File: src/rtl/gradient_sequencer.sv
`default_nettype none
// ---------------------------------------------------------------------------
// gradient_sequencer : frame-synchronised pattern scheduler and CPU pass-through for the gradient core slot bus
// Rev 1.0
// ---------------------------------------------------------------------------
module gradient_sequencer #(
  parameter int DEPTH = 16,
  parameter int PW    = 8
) (
  input  logic        clk,
  input  logic        reset_n,
  input  logic [10:0] x_i,
  input  logic [10:0] y_i,
  input  logic        cs_i,
  input  logic        write_i,
  input  logic [13:0] addr_i,
  input  logic [31:0] wr_data_i,
  output logic        vc_cs_o,
  output logic        vc_write_o,
  output logic [13:0] vc_addr_o,
  output logic [31:0] vc_wr_data_o,
  output logic        busy_o,
  output logic [3:0]  idx_o,
  output logic        pend_ovf_o
);

  localparam int IW = (DEPTH > 1) ? $clog2(DEPTH) : 1;

  localparam logic [2:0] c_IDLE   = 3'd0;
  localparam logic [2:0] c_W_BYP  = 3'd1;
  localparam logic [2:0] c_W_RGB  = 3'd2;
  localparam logic [2:0] c_W_SIZE = 3'd3;
  localparam logic [2:0] c_PASS   = 3'd4;

  logic [2:0]    state_q, state_d;
  logic          enable_q;
  logic [PW-1:0] period_q, fcnt_q;
  logic [3:0]    length_q, idx_q;
  logic          sof_d_q, step_pend_q;
  logic [5:0]    snap_q;
  logic          pend_valid_q, pend_ovf_q;
  logic [1:0]    pend_addr_q;
  logic [31:0]   pend_data_q;
  logic          vc_cs_q;
  logic [13:0]   vc_addr_q;
  logic [31:0]   vc_data_q;
  logic [5:0]    tbl_q [DEPTH];

  logic          w_wr, w_ctrl_wr, w_per_wr, w_len_wr, w_clr_ovf, w_pass_wr, w_tbl_wr;
  logic [4:0]    w_a;
  logic          w_origin, w_sof, w_step, w_take_step, w_pend_full, w_capture;
  logic [PW-1:0] w_pm1;
  logic [3:0]    w_lm1, w_idx_adv;
  logic          w_unused;

  assign w_wr      = cs_i & write_i;
  assign w_a       = addr_i[4:0];
  assign w_ctrl_wr = w_wr && (w_a == 5'h00);
  assign w_per_wr  = w_wr && (w_a == 5'h01);
  assign w_len_wr  = w_wr && (w_a == 5'h02);
  assign w_clr_ovf = w_wr && (w_a == 5'h03);
  assign w_pass_wr = w_wr && ((w_a == 5'h08) || (w_a == 5'h09) || (w_a == 5'h0A));
  assign w_tbl_wr  = w_wr && w_a[4] && ({1'b0, w_a[3:0]} < 5'(DEPTH));

  // A held origin (slow pixel clock) yields only one start-of-frame pulse.
  assign w_origin    = (x_i == 11'd0) && (y_i == 11'd0);
  assign w_sof       = w_origin && !sof_d_q;
  assign w_pm1       = (period_q == '0) ? '0 : period_q - 1'b1;
  assign w_step      = w_sof && enable_q && (fcnt_q == w_pm1);
  assign w_take_step = w_step || step_pend_q;

  assign w_lm1     = (length_q == 4'd0) ? 4'd0 : length_q - 4'd1;
  assign w_idx_adv = (idx_q >= w_lm1) ? 4'd0 : idx_q + 4'd1;

  // The slot being drained this cycle counts as free for a new capture.
  assign w_pend_full = pend_valid_q && (state_q != c_PASS);
  assign w_capture   = w_pass_wr && !w_pend_full;

  assign w_unused = ^{addr_i[13:5], wr_data_i};

  always_comb begin
    state_d = state_q;
    case (state_q)
      c_IDLE: begin
        if (w_take_step)       state_d = c_W_BYP;
        else if (pend_valid_q) state_d = c_PASS;
      end
      c_W_BYP:  state_d = c_W_RGB;
      c_W_RGB:  state_d = c_W_SIZE;
      c_W_SIZE: state_d = pend_valid_q ? c_PASS : c_IDLE;
      c_PASS:   state_d = c_IDLE;
      default:  state_d = c_IDLE;
    endcase
  end

  always_ff @(posedge clk) begin
    if (w_tbl_wr) tbl_q[w_a[IW-1:0]] <= wr_data_i[5:0];
  end

  always_ff @(posedge clk) begin
    if (!reset_n) begin
      state_q      <= c_IDLE;
      enable_q     <= 1'b0;
      period_q     <= '0;
      length_q     <= 4'd0;
      fcnt_q       <= '0;
      idx_q        <= 4'd0;
      sof_d_q      <= 1'b0;
      step_pend_q  <= 1'b0;
      snap_q       <= 6'd0;
      pend_valid_q <= 1'b0;
      pend_ovf_q   <= 1'b0;
      pend_addr_q  <= 2'd0;
      pend_data_q  <= 32'd0;
      vc_cs_q      <= 1'b0;
      vc_addr_q    <= 14'd0;
      vc_data_q    <= 32'd0;
    end else begin
      state_q <= state_d;
      sof_d_q <= w_origin;
      if (w_per_wr) period_q <= wr_data_i[PW-1:0];
      if (w_len_wr) length_q <= wr_data_i[3:0];
      if (enable_q && w_sof) fcnt_q <= w_step ? '0 : fcnt_q + 1'b1;
      if (state_q == c_W_SIZE) idx_q <= enable_q ? w_idx_adv : 4'd0;

      if ((state_q == c_IDLE) && w_take_step) begin
        step_pend_q <= 1'b0;
        snap_q      <= tbl_q[idx_q[IW-1:0]];
      end else if (w_step) begin
        step_pend_q <= 1'b1;
      end

      if (w_ctrl_wr) begin
        enable_q <= wr_data_i[0];
        if (!wr_data_i[0]) begin
          fcnt_q      <= '0;
          idx_q       <= 4'd0;
          step_pend_q <= 1'b0;
        end
      end

      if (w_capture) begin
        pend_valid_q <= 1'b1;
        pend_addr_q  <= w_a[1:0];
        pend_data_q  <= wr_data_i;
      end else if (state_q == c_PASS) begin
        pend_valid_q <= 1'b0;
      end

      if (w_clr_ovf) pend_ovf_q <= 1'b0;
      if (w_pass_wr && w_pend_full) pend_ovf_q <= 1'b1;

      vc_cs_q <= (state_q != c_IDLE);
      case (state_q)
        c_W_BYP:  begin vc_addr_q <= 14'd0; vc_data_q <= {31'd0, snap_q[0]};   end
        c_W_RGB:  begin vc_addr_q <= 14'd1; vc_data_q <= {29'd0, snap_q[3:1]}; end
        c_W_SIZE: begin vc_addr_q <= 14'd2; vc_data_q <= {30'd0, snap_q[5:4]}; end
        c_PASS:   begin vc_addr_q <= {12'd0, pend_addr_q}; vc_data_q <= pend_data_q; end
        default:  begin vc_addr_q <= 14'd0; vc_data_q <= 32'd0; end
      endcase
    end
  end

  assign vc_cs_o      = vc_cs_q;
  assign vc_write_o   = vc_cs_q;
  assign vc_addr_o    = vc_addr_q;
  assign vc_wr_data_o = vc_data_q;
  assign busy_o       = (state_q != c_IDLE);
  assign idx_o        = idx_q;
  assign pend_ovf_o   = pend_ovf_q;

endmodule
`default_nettype wire
File: config.mk
export PLATFORM = sky130hd
export DESIGN_NAME = gradient_sequencer
export DESIGN_NICKNAME = d
export VERILOG_FILES = /design/src/rtl/gradient_sequencer.sv
export SDC_FILE = /design/constraint.sdc
export NUM_CORES = 1
export LEC_CHECK = 0
export ABC_AREA = 1
export CORE_ASPECT_RATIO = 1.75
export CORE_MARGIN = 10
export CORE_UTILIZATION = 25
export DETAILED_ROUTE_END_ITERATION = 8
export GPL_TIMING_DRIVEN = 0
export SETUP_SLACK_MARGIN = 0.1
export SLEW_MARGIN = 20
export SYNTH_ARGS = -nofsm -noshare
export SYNTH_HDL_FRONTEND = slang
export SYNTH_SLANG_ARGS = --single-unit
File: constraint.sdc
create_clock -name clk -period 2.2 [get_ports clk]
set_input_delay 0.44 -clock clk [delete_from_list [all_inputs] [get_ports clk]]
set_output_delay 0.44 -clock clk [all_outputs]
set_load 0.02 [all_outputs]
==> results.yml <==
global_routing:
  grt_pass1_vias: 6540
  grtUsageTotal: 0.113
  grt_pass1_wl_um: 36100
  grt_max_degree: 20
  gr-total-overflow: 0
  antenna_found_initial: 0
power:
  ir_drop_v: 0.000565
  powerDensity_nw_per_um2: 703
  power_w: 0.00737
  leakage_nw: 3.75
sta:
  drv_slew: 0
  hold_viol_final: 0
  fin_skew_ps: 6.03
  slew_headroom: 0.442
  finalCritPeriodShare: 0.926
  max_freq_ghz: 0.491
  tightest_slew_ps: 835
  setup_violations: 0
  tns_ps: 0
  fin_crit_ps: 2040
  rsz0062_at_grt: "yes"
worst_setup_path:
  cp-start-kind: "flip-flop"
  worstSetupPathType: "flip-flop to flip-flop"
  crit_top_cell: "nand2_1"
  worstPathCellList: "inv_2 -> ha_4 -> nand2_4 -> nor2_4 -> nand2_1 -> nand3_1 -> nand2_1 -> nor2_1 -> nand3_2 -> o21ai_4 -> buf_6 -> nand3_1 -> nand2_1 -> nor2_1"
  worstPathArrival_ps: 2420
  critPathCaptureType: "flip-flop"
  path_max_fanout: 6
  slowest_stage: "dfxtp_2"
  reg2regPathDepth: 14
  regToRegSetupSlack_ps: 160
  crit_path_max_incr_delay_ps: 330
  required_ps: 2580
  r2r_end: "snap_q[5]$_SDFFE_PN0P_"
  r2r_start: "period_q[1]$_SDFFE_PN0P_"
routing:
  viasPerCell: 4.53
  ant_nets: 0
  num_vias: 6463
  drt_first_pass_iters: 5
  post_drt_wl_per_cell_um: 16.4
  initialDrtViolationCount: 369
  drt_wl_total_um: 23300
  drc: 0
cells_and_area:
  drive_gt1_frac: 0.0974
  syn_to_final_growth_pct: 28.1
  nets: 1094
  fillers: 3262
  instances_no_fill: 1427
  antennaDiodeCount: 0
clocking:
  clk_pin_slew_ps: 70
  htree_levels: 1
  clockBufferDepth: 3
  worstSkewPairLatency_ps: 480
  clock_sinks: 203
  cts_tree: "done"
  root_buffer: "clkbuf_16"
  cts_made_buffers: 18
die:
  initial_core_util: 0.253
  dieArea_um2: 40700
  ioPinCount: 126
  die_w_um: 157
  fp.coreArea_um2: 32300
  num_rows: 87
  dieHeight_um: 259
placed_design:
  globalplace.congestion: 0.857
  dpl.hpwl_um: 17600
  port_buffers: 104
  dpl.cell_count: 1391
synth:
  synthCells: 876
  netlist_top_cells_count: "nor2_1 (153), dfxtp_1 (107), o21ai_0 (107), edfxtp_1 (96), nand2_1 (84)"
  netlist.area_leader.share: 0.352
  synth-seq-area-share: 0.614
  ys_async_sr_fraction: 0
  synth_ff_type: "dfxtp_1"
  ys_ff_latch: 203
  synth_largest_area_cell: "edfxtp_1"
  avgSynthCellArea_um2: 9.35
  synth_cell_type_count: 40
  synth_edf_count: 96
  syn_area_um2: 8190
  yosysWarnings: 0
  yosysMostFrequentCell: "nor2_1"
  synth_area_leaders: "edfxtp_1 (35%), dfxtp_1 (26%), nor2_1 (7.0%)"
worst_hold_path:
  min_path_type: "flip-flop to flip-flop"
  holdPathStages: 2
  min_to: "vc_wr_data_o[29]$_SDFF_PN0_"
  holdCritStartpoint: "pend_data_q[29]$_SDFFE_PN0P_"
run:
  max_cap_violations: 0
outcome:
  status: "finished, final reports clean"
-- worst max-delay path by stage --
stage                             start                          end  depth (start not counted)
3_5_place_dp                  addr_i[3]  pend_addr_q[0]$_SDFFE_PN0P_                          9
3_3_place_gp                  addr_i[3]  pend_addr_q[0]$_SDFFE_PN0P_                          9
2_1_floorplan       idx_o[0]$_SDFF_PN0_          idx_o[2]$_SDFF_PN0_                         10
6_report       period_q[1]$_SDFFE_PN0P_       snap_q[5]$_SDFFE_PN0P_                         14
4_1_cts             idx_o[1]$_SDFF_PN0_       snap_q[5]$_SDFFE_PN0P_                         10
5_1_grt        period_q[1]$_SDFFE_PN0P_       snap_q[4]$_SDFFE_PN0P_                         14
-- registers in the layout, summed over array words and instances, names as in the netlist, 2 cells and up --
name and cells:
snap_q 6, state_q 3, vc_wr_data_o 32, pend_data_q 32, idx_o 4, period_q 8
fcnt_q 8, tbl_q 96, vc_addr_o 2, length_q 4, pend_addr_q 2
-- where the power goes --
group / total (W) / switching (W) / internal, W
Combinational: 0.000349 / 0.000194 / 0.000155
Clock: 0.00304 / 0.00138 / 0.00166
Sequential: 0.00398 / 0.00000853 / 0.00397
Total: 0.00737 / 0.00158 / 0.00579
-- cells in the final DEF (no fill, tap or decap), types with 7 or more instances in the layout --
cell and count:
nor3_1 30, o22ai_1 26, conb_1 12, inv_2 8, nand2_1 83, o21ai_1 7
clkbuf_16 19, nor2_1 150, buf_4 15, dfxtp_1 104, inv_1 73, o21ai_0 106
nand3_1 22, a21oi_1 56, clkdlybuf4s50_1 98, clkbuf_2 10, clkbuf_1 19, edfxtp_1 96
nand4_1 8
-- what timing repair did --
item,CTS,global route
setup buffers,2,0
resized for setup,27,27
hold buffers,0,0
gates cloned,1,1
endpoints found under the setup margin,36,38
pin swaps,3,5
-- critical path: cells and delay by family, from the launching register on --
family | cells | cell delay, ps
AOI/OAI and AO/OA | 1 | 310
buffers and inverters | 2 | 240
and+or+nand+nor | 10 | 890
adders and majority gates | 1 | 150
DFF | 1 | 330
-- cell families after synthesis --
logic type	count (synthesis)	share of synthesized area
and+or+nand+nor	319	0.167
AOI/OAI and AO/OA	209	0.136
DFF	203	0.614
buffers and inverters	133	0.0684
adders and majority gates	7	0.0107
xor gates and xnor gates	4	0.00428
other	1	0.000458
-- metal layers --
layer / vias up / wire [µm] / global-route usage / part of all wire
li1: 3225 / - / - / -
met1: 3016 / 8660 / 0.114 / 0.37
met2: 176 / 12300 / 0.216 / 0.53
met3: 46 / 1390 / 0.0234 / 0.059
met4: 0 / 976 / 0.0474 / 0.042
met5: - / 0 / 0 / 0
-- area by class of cell --
class	count	area [µm²]	area share
Buffer	50	274	0.0261
Clock buffer	23	510	0.0487
Clock inverter	9	57.6	0.00549
Inverter	83	312	0.0297
Multi-Input combinational cell	552	2740	0.261
Sequential cell	203	5030	0.480
Tap cell	400	500	0.0477
Timing Repair Buffer	107	1070	0.102
-- stage by stage --
step	util	instance area, µm²	setup slack (ps)	hold slack (ps)
2_1_floorplan	-	8230	223	415
3_3_place_gp	0.302	9770	-563	430
3_5_place_dp	0.302	9770	-582	430
4_1_cts	0.321	10400	93.0	441
5_1_grt	0.324	10500	33.3	458
6_report	0.324	10500	162	435
Power figures use the tool's default switching activity.
